--- config.mk ---
export PLATFORM = sky130hd
export DESIGN_NAME = gray_frame_reader
export DESIGN_NICKNAME = d
export VERILOG_FILES = /design/src/rtl/img_pkg.sv /design/src/rtl/gray_frame_reader_pixel_counter.sv /design/src/rtl/gray_frame_reader.sv
export SDC_FILE = /design/constraint.sdc
export NUM_CORES = 1
export LEC_CHECK = 0
export ABC_AREA = 1
export CORE_MARGIN = 2
export CORE_UTILIZATION = 39
export DETAILED_ROUTE_END_ITERATION = 16
export PLACE_DENSITY_LB_ADDON = 0.08
export SYNTH_ARGS = -nofsm -noshare
export SYNTH_HDL_FRONTEND = slang
export SYNTH_SLANG_ARGS = --single-unit
--- constraint.sdc ---
create_clock -name clk -period 1.8 [get_ports clk]
set_input_delay 0.27 -clock clk [delete_from_list [all_inputs] [get_ports clk]]
set_output_delay 0.27 -clock clk [all_outputs]
set_load 0.02 [all_outputs]
--- src/rtl/img_pkg.sv ---
// Shared image-path definitions used by both the capture (write) and display (read) sides.
package img_pkg;

  typedef enum logic [1:0] {
    IDLE   = 2'd0,
    LOAD   = 2'd1,
    PRIME  = 2'd2,
    STREAM = 2'd3
  } state_t;

  localparam int H_PIX_DEF   = 640;
  localparam int V_LINES_DEF = 480;
  localparam int GRAY_W      = 12;
  localparam int RGB_W       = 10;

  // Keep the most significant gray bits; the low bits fall below the DAC resolution.
  function automatic logic [RGB_W-1:0] gray_to_rgb(input logic [GRAY_W-1:0] gray);
    return gray[GRAY_W-1:GRAY_W-RGB_W];
  endfunction

endpackage

--- src/rtl/gray_frame_reader_pixel_counter.sv ---
// Raster position counter: x wraps into y, y wraps at the end of the frame.
module pixel_counter
  import img_pkg::*;
#(
  parameter int H_PIX   = H_PIX_DEF,
  parameter int V_LINES = V_LINES_DEF
) (
  input  logic clk,
  input  logic rst_n,
  input  logic clr_i,
  input  logic inc_i,
  output logic last_o
);

  localparam int XW = (H_PIX > 1) ? $clog2(H_PIX) : 1;
  localparam int YW = (V_LINES > 1) ? $clog2(V_LINES) : 1;

  logic [XW-1:0] x_q, x_d;
  logic [YW-1:0] y_q, y_d;
  logic          x_last, y_last;

  assign x_last = (x_q == XW'(H_PIX - 1));
  assign y_last = (y_q == YW'(V_LINES - 1));
  assign last_o = x_last & y_last;

  always_comb begin
    x_d = x_q;
    y_d = y_q;
    if (clr_i) begin
      x_d = '0;
      y_d = '0;
    end else if (inc_i) begin
      if (x_last) begin
        x_d = '0;
        y_d = y_last ? '0 : y_q + 1'b1;
      end else begin
        x_d = x_q + 1'b1;
      end
    end
  end

  always_ff @(posedge clk or negedge rst_n) begin
    if (!rst_n) begin
      x_q <= '0;
      y_q <= '0;
    end else begin
      x_q <= x_d;
      y_q <= y_d;
    end
  end

endmodule

--- src/rtl/gray_frame_reader.sv ---
// Drains grayscale frames from SDRAM read FIFO port 1 and streams them to the VGA
// controller as replicated 10-bit RGB, one pixel per request, with underflow tracking.
module gray_frame_reader
  import img_pkg::*;
#(
  parameter int                  H_PIX     = H_PIX_DEF,
  parameter int                  V_LINES   = V_LINES_DEF,
  parameter int                  ADDR_W    = 23,
  parameter logic [ADDR_W-1:0]   BASE_ADDR = '0,
  parameter logic [7:0]          BURST_LEN = 8'd128,
  parameter int                  USEDW_W   = 9,
  parameter logic [USEDW_W-1:0]  PRIME_LVL = 9'd256
) (
  input  logic               clk,
  input  logic               rst_n,
  input  logic               enable,
  input  logic               frame_start,
  input  logic               pix_req,
  input  logic [15:0]        RD1_DATA,
  input  logic               rd1_empty,
  input  logic [USEDW_W-1:0] rd1_usedw,
  output logic               RD1,
  output logic [ADDR_W-1:0]  RD1_ADDR,
  output logic [ADDR_W-1:0]  RD1_MAX_ADDR,
  output logic [7:0]         RD1_LENGTH,
  output logic               RD1_LOAD,
  output logic               RD1_CLK,
  output logic [RGB_W-1:0]   oRed,
  output logic [RGB_W-1:0]   oGreen,
  output logic [RGB_W-1:0]   oBlue,
  output logic               pix_valid,
  output logic               frame_done,
  output logic               underflow,
  input  logic               clr_underflow
);

  localparam logic [ADDR_W-1:0] FRAME_WORDS = ADDR_W'(H_PIX * V_LINES);

  state_t           state_q, state_d;
  logic             pix_valid_q, served_q, frame_done_q;
  logic             underflow_q, underflow_d;
  logic             count_pix, starve, rd_fire, last_pix, end_of_frame;
  logic [RGB_W-1:0] gray_rgb;
  logic             unused_hi;

  assign RD1_ADDR     = BASE_ADDR;
  assign RD1_MAX_ADDR = BASE_ADDR + FRAME_WORDS;
  assign RD1_LENGTH   = BURST_LEN;
  assign RD1_CLK      = clk;
  assign unused_hi    = ^RD1_DATA[15:GRAY_W];

  // Every request in PRIME/STREAM is counted, served or not, so line/frame geometry never slips.
  assign count_pix    = pix_req & ((state_q == PRIME) | (state_q == STREAM));
  assign starve       = pix_req & ((state_q == PRIME) | ((state_q == STREAM) & rd1_empty));
  assign rd_fire      = (state_q == STREAM) & pix_req & ~rd1_empty;
  assign end_of_frame = (state_q == STREAM) & pix_req & last_pix;

  assign RD1      = rd_fire;
  assign RD1_LOAD = (state_q == LOAD);

  pixel_counter #(
    .H_PIX   (H_PIX),
    .V_LINES (V_LINES)
  ) u_pixel_counter (
    .clk    (clk),
    .rst_n  (rst_n),
    .clr_i  (state_q == LOAD),
    .inc_i  (count_pix),
    .last_o (last_pix)
  );

  always_comb begin
    state_d = state_q;
    unique case (state_q)
      IDLE:    if (frame_start && enable) state_d = LOAD;
      LOAD:    state_d = PRIME;
      PRIME:   if (rd1_usedw >= PRIME_LVL) state_d = STREAM;
      STREAM:  if (end_of_frame) state_d = IDLE;
      default: state_d = IDLE;
    endcase
    // A frame boundary while busy resynchronises; with enable low it parks the reader instead.
    if (frame_start && (state_q != IDLE)) state_d = enable ? LOAD : IDLE;
  end

  always_comb begin
    underflow_d = underflow_q;
    if (clr_underflow) underflow_d = 1'b0;
    if (starve)        underflow_d = 1'b1;
  end

  always_ff @(posedge clk or negedge rst_n) begin
    if (!rst_n) begin
      state_q      <= IDLE;
      pix_valid_q  <= 1'b0;
      served_q     <= 1'b0;
      frame_done_q <= 1'b0;
      underflow_q  <= 1'b0;
    end else begin
      state_q      <= state_d;
      pix_valid_q  <= count_pix;
      served_q     <= rd_fire;
      frame_done_q <= end_of_frame;
      underflow_q  <= underflow_d;
    end
  end

  // The FIFO word arrives registered one cycle after RD1; served_q selects it or black.
  assign gray_rgb   = served_q ? gray_to_rgb(RD1_DATA[GRAY_W-1:0]) : '0;
  assign oRed       = gray_rgb;
  assign oGreen     = gray_rgb;
  assign oBlue      = gray_rgb;
  assign pix_valid  = pix_valid_q;
  assign frame_done = frame_done_q;
  assign underflow  = underflow_q;

endmodule

==> impl_metrics.csv <==
group,metric,value,unit
timing,slew_viol_final,0,
cts,clkTransAtPathRegs,0.09,ns
power_and_ir_drop,ir_worst_vdd,0.858,mV
synthesis,async_flop_share,1.00,
critical_path,path_cells,"clkbuf_8 -> clkbuf_8 -> dlygate4sd2_1",
die,die_w,79.3,um
global_route,grt_usage,0.138,
run,maxCapViolations,0,
synthesis,synth.most_common_cell,"buf_4",
route,vias,1709,
placed_design,dp_hpwl,3330,um
route,wirelength,4160,um
finish,fin_area,2570,sq um
route,dr.pass1.iters,4,
global_route,grtUsageMet3,0.0318,
timing,timing.hold.ws,0.251,ns
synthesis,synthCells,303,
finish,insertedDiodeCount,0,
hold_path,hp-class,"primary input to asynchronous set/reset pin",
synthesis,synth_area_leaders,"dfrtp_1, buf_4, nand2_1",
timing,tns,0,ns
synthesis,synth_ff_type,"dfrtp_1",
die,coreArea,5510,sq um
finish,drive_gt1_frac,0.109,
synthesis,postSynthAreaPerCell,7.30,sq um
critical_path,slowest_stage,"dlygate4sd2_1",
finish,nets,388,
outcome,status,"complete, no violations",
synthesis,synth_top_area_frac,0.283,
cts,cts_tree,"done",
cts,clk_latency,0.37,ns
route,wl_per_cell,9.90,um
route,drc,0,
timing,finalWorstSetupSlack,0.100,ns
critical_path,end_kind,"output port",
critical_path,crit_arrival,1.43,ns
critical_path,critPathRequiredTime,1.53,ns
synthesis,syn-cell-area,2210,sq um
critical_path,cp-start-kind,"clock port",
die,rows,27,
timing,skew,0.00605,ns
synthesis,synth-edff-count,0,
global_route,grt_busiest_layer,"met2",
synthesis,yosysWarnings,0,
global_route,grt_pass1_wl,6800,um
die,die_area,6290,sq um
timing,finalCritPeriodShare,0.944,
cts,cts_hold_buffers,0,
synthesis,synth_cell_types,31,
die,start_util,0.401,
global_route,antenna_found_initial,0,
synthesis,synth-seq-cells,25,
placed_design,dpl-instance-area,2510,sq um
placed_design,dpl_worst_slack,-0.0376,ns
synthesis,yosysSeqAreaShare,0.283,
global_route,first_global_vias,1528,
timing,final-hold-violation-count,0,
power_and_ir_drop,powerDensity,1010,nW/um^2
synthesis,synth_common_cells,"buf_4, nand2_1, inv_1, dfrtp_1, nor2_1",
critical_path,cpMostUsedCell,"clkbuf_8",
critical_path,cpPeakStageDelay,0.31,ns
critical_path,path_class,"clock port to output port",
global_route,use_met2,0.237,
die,ios,122,
power_and_ir_drop,p_total,2.58,mW
global_route,grtUsageMet1,0.165,
route,postRouteAntennaNets,0,
placed_design,port_buffers,53,
placed_design,gp_congestion,0.830,
route,via_per_inst,4.07,
power_and_ir_drop,p_leak,1.51,nW
critical_path,cp_max_fo,2,
synthesis,yosys.area.top_type,"dfrtp_1",
global_route,grt-ovfl-total,0,
critical_path,ff2ff_path_depth,9,
route,drt_iter0_drc,41,
timing,rsz0062_at_grt,"no",
timing,min_period,1.70,ns
finish,area_growth,16.1,%
timing,max_freq,0.588,GHz
die,die_h,79.3,um
timing,setup_violations,0,
global_route,grt_max_degree,26,
## layout make-up
cell class	instances	area, sq um
tap	72	90.1
fill	580	2940
clock buffer	8	95.1
multi-input combinational	214	1050
sequential	25	627
inverter	39	149
timing repair buffer	62	552
## logic make-up after synthesis
| family | Yosys count | synth area share |
|---|---|---|
| compound gates | 20 | 0.0634 |
| xor+xnor | 1 | 0.00396 |
| fa+ha+maj | 7 | 0.0396 |
| buf+inv | 116 | 0.329 |
| flops | 25 | 0.283 |
| other cells | 2 | 0.00340 |
| simple gates | 132 | 0.278 |
## report_power, final
part / internal, mW / total, mW / switching (mW) / leakage (nW)
clock: 0.320 / 0.556 / 0.236 / 0.0496
sequential: 0.684 / 0.803 / 0.119 / 0.336
combinational: 0.432 / 1.22 / 0.792 / 1.13
total: 1.44 / 2.58 / 1.15 / 1.51
## metrics by stage
step	cells	util
after floorplan	355	-
after global placement	411	0.456
after detailed placement	411	0.456
after CTS	420	0.467
after global routing	420	0.466
final	420	0.466
## routing by layer
metal / share of wire / wire length [um]
met2: 0.49 / 2050
met3: 0.041 / 170
met5: 0 / 0
met4: 0.015 / 63
met1: 0.45 / 1880
## cell usage in the layout, fill, tap and decap left out, types with 2 or more instances in the layout
cell	instances
o21ai_2	3
buf_4	10
nand4_1	9
o21ai_4	2
nor2_1	22
a21oi_1	3
nor2_4	3
nand2_1	67
conb_1	54
dlygate4sd2_1	32
o21ai_0	8
dfrtp_1	24
clkdlybuf4s50_1	20
nor2_2	4
inv_1	36
nand2_2	4
clkbuf_8	6
ha_1	7
nand3_1	15
nor3_1	4
## path summary, 6_finish.rpt
check                                            start                      to  slack, ns
worst max-delay path                               clk                 RD1_CLK       0.10
worst min-delay path                             rst_n  u_pixel_counter.y_q[3]       0.25
worst max register to register  u_pixel_counter.x_q[0]  u_pixel_counter.y_q[0]       0.26
worst min register to register  u_pixel_counter.y_q[1]  u_pixel_counter.y_q[1]       0.53
max in group asynchronous                        rst_n                served_q       1.27
min in group clk                         clr_underflow               underflow       0.49
## repair_timing
action	CTS	global route
setup buffers	2	0
gates resized for setup	34	2
pin swaps	0	0
endpoints found under the setup margin	33	1
## worst max-delay path, delay by kind of cell
family	cells	cell delay (ns)
buffers and inverters	3	0.53
## sequential cells by signal, summed over array words and instances, names as in the netlist
| name | flops |
|---|---|
| frame_done | 1 |
| pix_valid | 1 |
| served_q | 1 |
| state_q | 2 |
| u_pixel_counter.x_q | 10 |
| u_pixel_counter.y_q | 9 |
| underflow | 1 |
(Power assumes the default switching activity.)
